**config.mk**
```make
export PLATFORM = sky130hd
export DESIGN_NAME = cte_rgb_fifo
export DESIGN_NICKNAME = d
export VERILOG_FILES = /design/src/rtl/cte_rgb_fifo.sv
export SDC_FILE = /design/constraint.sdc
export NUM_CORES = 1
export LEC_CHECK = 0
export BUFFER_PORTS_ARGS = -buffer_cell sky130_fd_sc_hd__buf_2
export CORE_ASPECT_RATIO = 1.75
export CORE_MARGIN = 10
export CORE_UTILIZATION = 37
export DETAILED_ROUTE_END_ITERATION = 8
export GPL_TIMING_DRIVEN = 1
export SYNTH_ARGS = -nofsm -noshare
export SYNTH_HDL_FRONTEND = slang
export SYNTH_SLANG_ARGS = --single-unit
```
**constraint.sdc**
```tcl
create_clock -name clk -period 3.5 [get_ports clk]
set_input_delay 1.05 -clock clk [delete_from_list [all_inputs] [get_ports clk]]
set_output_delay 1.05 -clock clk [all_outputs]
set_load 0.05 [all_outputs]
```
**src/rtl/cte_rgb_fifo.sv**
```systemverilog
// First-word-fall-through FIFO buffering 24-bit CTE pixels toward a ready/valid sink.
// Define CTE_RGB_FIFO_OVF_EN to add sticky overflow flag and saturating drop counter outputs.
module cte_rgb_fifo #(
  parameter int unsigned DEPTH    = 8,
  parameter int unsigned AF_LEVEL = 6
) (
  input  logic                     clk,
  input  logic                     reset,
  input  logic                     wr_en,
  input  logic [23:0]              wr_data,
  input  logic                     rd_ready,
  output logic                     rd_valid,
  output logic [23:0]              rd_data,
  output logic                     almost_full,
  output logic [$clog2(DEPTH):0]   level
`ifdef CTE_RGB_FIFO_OVF_EN
  ,
  output logic                     ovf,
  output logic [7:0]               drop_cnt
`endif
);

  localparam int unsigned AW = $clog2(DEPTH);
  localparam int unsigned LW = AW + 1;

  logic [23:0]   r_mem [DEPTH];
  logic [AW-1:0] r_wr_ptr;
  logic [AW-1:0] r_rd_ptr;
  logic [LW-1:0] r_level;
  logic [LW-1:0] w_level_d;
  logic          w_full;
  logic          w_pop;
  logic          w_push;

  assign w_full = (r_level == LW'(DEPTH));
  assign w_pop  = (r_level != '0) && rd_ready;
  // A full FIFO still accepts a push when the head leaves on the same edge.
  assign w_push = wr_en && (!w_full || w_pop);

  always_comb begin
    w_level_d = r_level;
    unique case ({w_push, w_pop})
      2'b10:   w_level_d = r_level + 1'b1;
      2'b01:   w_level_d = r_level - 1'b1;
      default: w_level_d = r_level;
    endcase
  end

  always_ff @(posedge clk or negedge reset) begin
    if (!reset) begin
      r_wr_ptr <= '0;
      r_rd_ptr <= '0;
      r_level  <= '0;
    end else begin
      if (w_push) r_wr_ptr <= r_wr_ptr + 1'b1;
      if (w_pop)  r_rd_ptr <= r_rd_ptr + 1'b1;
      r_level <= w_level_d;
    end
  end

  // Storage carries no reset; pointers alone define which entries are live.
  always_ff @(posedge clk) begin
    if (w_push) r_mem[r_wr_ptr] <= wr_data;
  end

  assign rd_data     = r_mem[r_rd_ptr];
  assign rd_valid    = (r_level != '0);
  assign almost_full = (r_level >= LW'(AF_LEVEL));
  assign level       = r_level;

`ifdef CTE_RGB_FIFO_OVF_EN
  logic       w_drop;
  logic       r_ovf;
  logic [7:0] r_drop_cnt;

  assign w_drop = wr_en && w_full && !w_pop;

  always_ff @(posedge clk or negedge reset) begin
    if (!reset) begin
      r_ovf      <= 1'b0;
      r_drop_cnt <= '0;
    end else if (w_drop) begin
      r_ovf <= 1'b1;
      if (r_drop_cnt != 8'hFF) r_drop_cnt <= r_drop_cnt + 1'b1;
    end
  end

  assign ovf      = r_ovf;
  assign drop_cnt = r_drop_cnt;
`else
  // Without telemetry a push into a full FIFO is dropped silently.
`endif

endmodule

```
==> run_results.csv <==
group,metric,value,unit
run_status,status,"finished clean",
clocking,post_cts_buffers,0,
synth,yosysSeqAreaShare,0.763,
grt,grt_overflow,0,
clocking,cts_resized,0,
synth,synthTopCellsByArea,"edfxtp_1 73%, mux4_2 14%, dfrtp_1 3.2%, mux2_2 2.4%, mux2_4 1.9%",
placement,dp_hpwl,9440,um
route,post_drt_wl_per_cell,22.0,um
setup_path,crit_chain,"buf_12 > mux4_2 > mux2_2 > buf_2",
clocking,cts_tree,"built",
setup_path,critPathKind,"reg2out",
grt,antenna_found_initial,2,
synth,synth.distinct_cells,28,
die,die_h,213,um
setup_path,crit_arrival,2.36,ns
die,design.core.area,0.0209,sq mm
timing,drv_slew,0,
grt,grt_pass1_wl,23300,um
final_layout,synthToLayoutAreaGrowth,16.4,%
setup_path,cp.required,2.45,ns
route,vias_per_cell,5.18,
route,drtAntennaViolNets,0,
grt,grt_pass1_vias,3985,
pwr,clkPwrFrac,0.227,
synth,synth_top_cell_area_share,0.731,
placement,port_buffers,57,
route,drc,0,
pwr,power_density,907,mW/mm^2
route,vias,3532,
clocking,clkSlewWorstSetupHoldPaths,0.06,ns
clocking,cts.sinks,202,
grt,grt_max_degree,27,
synth,syn_nets,373,
pwr,switching_share,0.357,
die,die_x,130,um
timing,finalSetupViolations,0,
timing,max_slew_margin,0.374,
timing,min_period_over_period,0.974,
setup_path,end_kind,"primary output",
clocking,clk_path_buf_depth,3,
clocking,cts_buffers,18,
die,io_pins,58,
timing,fmax,0.293,GHz
pwr,power_frac_seq,0.389,
setup_path,path_max_fanout,22,
synth,ys_top_cells_by_count,"192 x edfxtp_1, 48 x mux4_2, 17 x mux2_2, 10 x dfrtp_1, 10 x mux2_4",
final_layout,multi_input_area,0.00178,sq mm
pwr,p_leak,0.00307,uW
synth,synth_async_sr_flop_share,0.0495,
die,die_area,0.0278,sq mm
clocking,cts_hold_buf,0,
clocking,root_buffer,"clkbuf_16",
clocking,htreeDepth,1,
final_layout,drive_above_1_share,0.434,
final_layout,fin_nets,451,
synth,yosysMostFrequentCell,"edfxtp_1",
pwr,pwr-share-comb,0.384,
flow_run,drv_cap,0,
timing,whs,0.436,ns
pwr,p_int,5340,uW
synth,ys_warn_count,0,
synth,syn_avg_cell_area,23.2,sq um
timing,fin_worst_skew,0.00620,ns
route,wl,15000,um
synth,synth_edf_count,192,
setup_path,crit_slowest_cell,"dfrtp_2",
timing,rsz0062_at_grt,"false",
hold_path,hp-class,"in2async",
synth,synth_seq_cells,202,
pwr,p_sw,2970,uW
setup_path,critPathLaunchType,"register",
die,start_util,0.377,
die,core.rowCount,70,
synth,synth.largest_area_cell,"edfxtp_1",
route,drt-initial-drc-count,217,
final_layout,ff_latch_area,0.00602,sq mm
synth,ys.flop_type,"edfxtp_1",
synth,synth_area,0.00788,sq mm
final_layout,fillerInstances,1727,
route,dr.pass1.iters,4,
setup_path,max_stage_delay,0.75,ns
clocking,clk_latency,0.47,ns
timing,hold_viol,0,
pwr,ir_drop,601,uV
grt,grt_usage,0.111,
synth,syn_inst,340,
placement,routabilityCongestion,0.710,
timing,worst_pin_slew,0.939,ns
timing,fin_crit,3.41,ns
timing,tns,0,ns
## placed cells by master, fill, tap and decap left out, types with 2 or more instances in the layout
master / instances
a21oi_1: 2
buf_12: 5
buf_2: 57
buf_4: 12
clkbuf_1: 6
clkbuf_16: 19
clkinv_2: 2
dfrtp_1: 8
edfxtp_1: 192
ha_1: 5
inv_1: 3
mux2_2: 17
mux2_4: 10
mux4_2: 48
nand2_1: 4
nand2b_1: 5
nor2_1: 2
nor2_2: 6
nor3_4: 2
nor3b_1: 2
xnor2_1: 3
xor2_1: 5
## registers in the layout (all words and copies together) (netlist names)
name / flops
r_wr_ptr: 3
r_rd_ptr: 3
level: 4
r_mem: 192
## per-stage QoR
stage	util	instance area [sq um]	total power (uW)	worst slack (ns)	std cells
after floorplan	-	7890	5770	0.418	340
after CTS	0.438	9170	8460	0.0337	681
final	0.438	9170	8320	0.0923	682
after global placement	0.411	8610	6510	0.417	650
after global routing	0.438	9170	8700	0.000531	681
after detailed placement	0.411	8610	6570	0.335	650
## power by group through the flow
stage | Clock (uW) | Combinational (uW) | Sequential [uW]
2_1_floorplan | 0 | 2530 | 3230
3_3_place_gp | 0 | 3240 | 3270
3_5_place_dp | 0 | 3270 | 3300
4_1_cts | 1930 | 3280 | 3240
5_1_grt | 2030 | 3400 | 3270
6_report | 1890 | 3190 | 3240
## metal layers
metal / track usage / vias to the layer above / part of all wire
li1: - / 1567 / -
met4: 0.0393 / 2 / 0.022
met5: 0 / - / 0.00087
met2: 0.200 / 71 / 0.55
met3: 0.0211 / 23 / 0.042
met1: 0.127 / 1869 / 0.39
## logic make-up (layout without fill, tap and decap cells)
logic type      after synthesis  count (layout)  synth area share
other cells                   0               1                 0
xor+xnor                      8               8           0.00889
flops                       202             202             0.763
fa+ha+maj                     5               5           0.00794
simple gates                 25              25            0.0167
compound gates                6               6           0.00762
buf+inv                      19             108            0.0152
mux                          75              75             0.180
## area by class of cell
| class | instances | share of cell area |
|---|---|---|
| antenna | 1 | 0.000273 |
| clock buffer | 26 | 0.0558 |
| clock inverter | 5 | 0.00559 |
| inverter | 3 | 0.00123 |
| multi-input combinational | 119 | 0.195 |
| sequential | 202 | 0.656 |
| tap | 252 | 0.0344 |
| timing repair buffer | 74 | 0.0518 |
## path summary, 6_finish.rpt
kind / cells past startpoint / start / slack (ns) / end
setup / recovery: 4 / r_rd_ptr[1]$_DFFE_PN0P_ / 0.09 / rd_data[14]
hold / removal: 1 / reset / 0.44 / level[0]$_DFFE_PN0P_
setup reg to reg: 10 / level[1]$_DFFE_PN0P_ / 0.90 / level[2]$_DFFE_PN0P_
hold reg to reg: 2 / r_wr_ptr[0]$_DFFE_PN0P_ / 0.51 / r_wr_ptr[0]$_DFFE_PN0P_
max in group asynchronous: 1 / reset / 2.84 / r_rd_ptr[0]$_DFFE_PN0P_
min in group clk: 2 / r_wr_ptr[0]$_DFFE_PN0P_ / 0.51 / r_wr_ptr[0]$_DFFE_PN0P_
## critical path: cells and delay by family (launching register included)
| kind | cells | cell delay, ns |
|---|---|---|
| flip-flops | 1 | 0.75 |
| buffers and inverters | 2 | 0.48 |
| multiplexers | 2 | 0.63 |
Power figures use the tool's default switching activity.
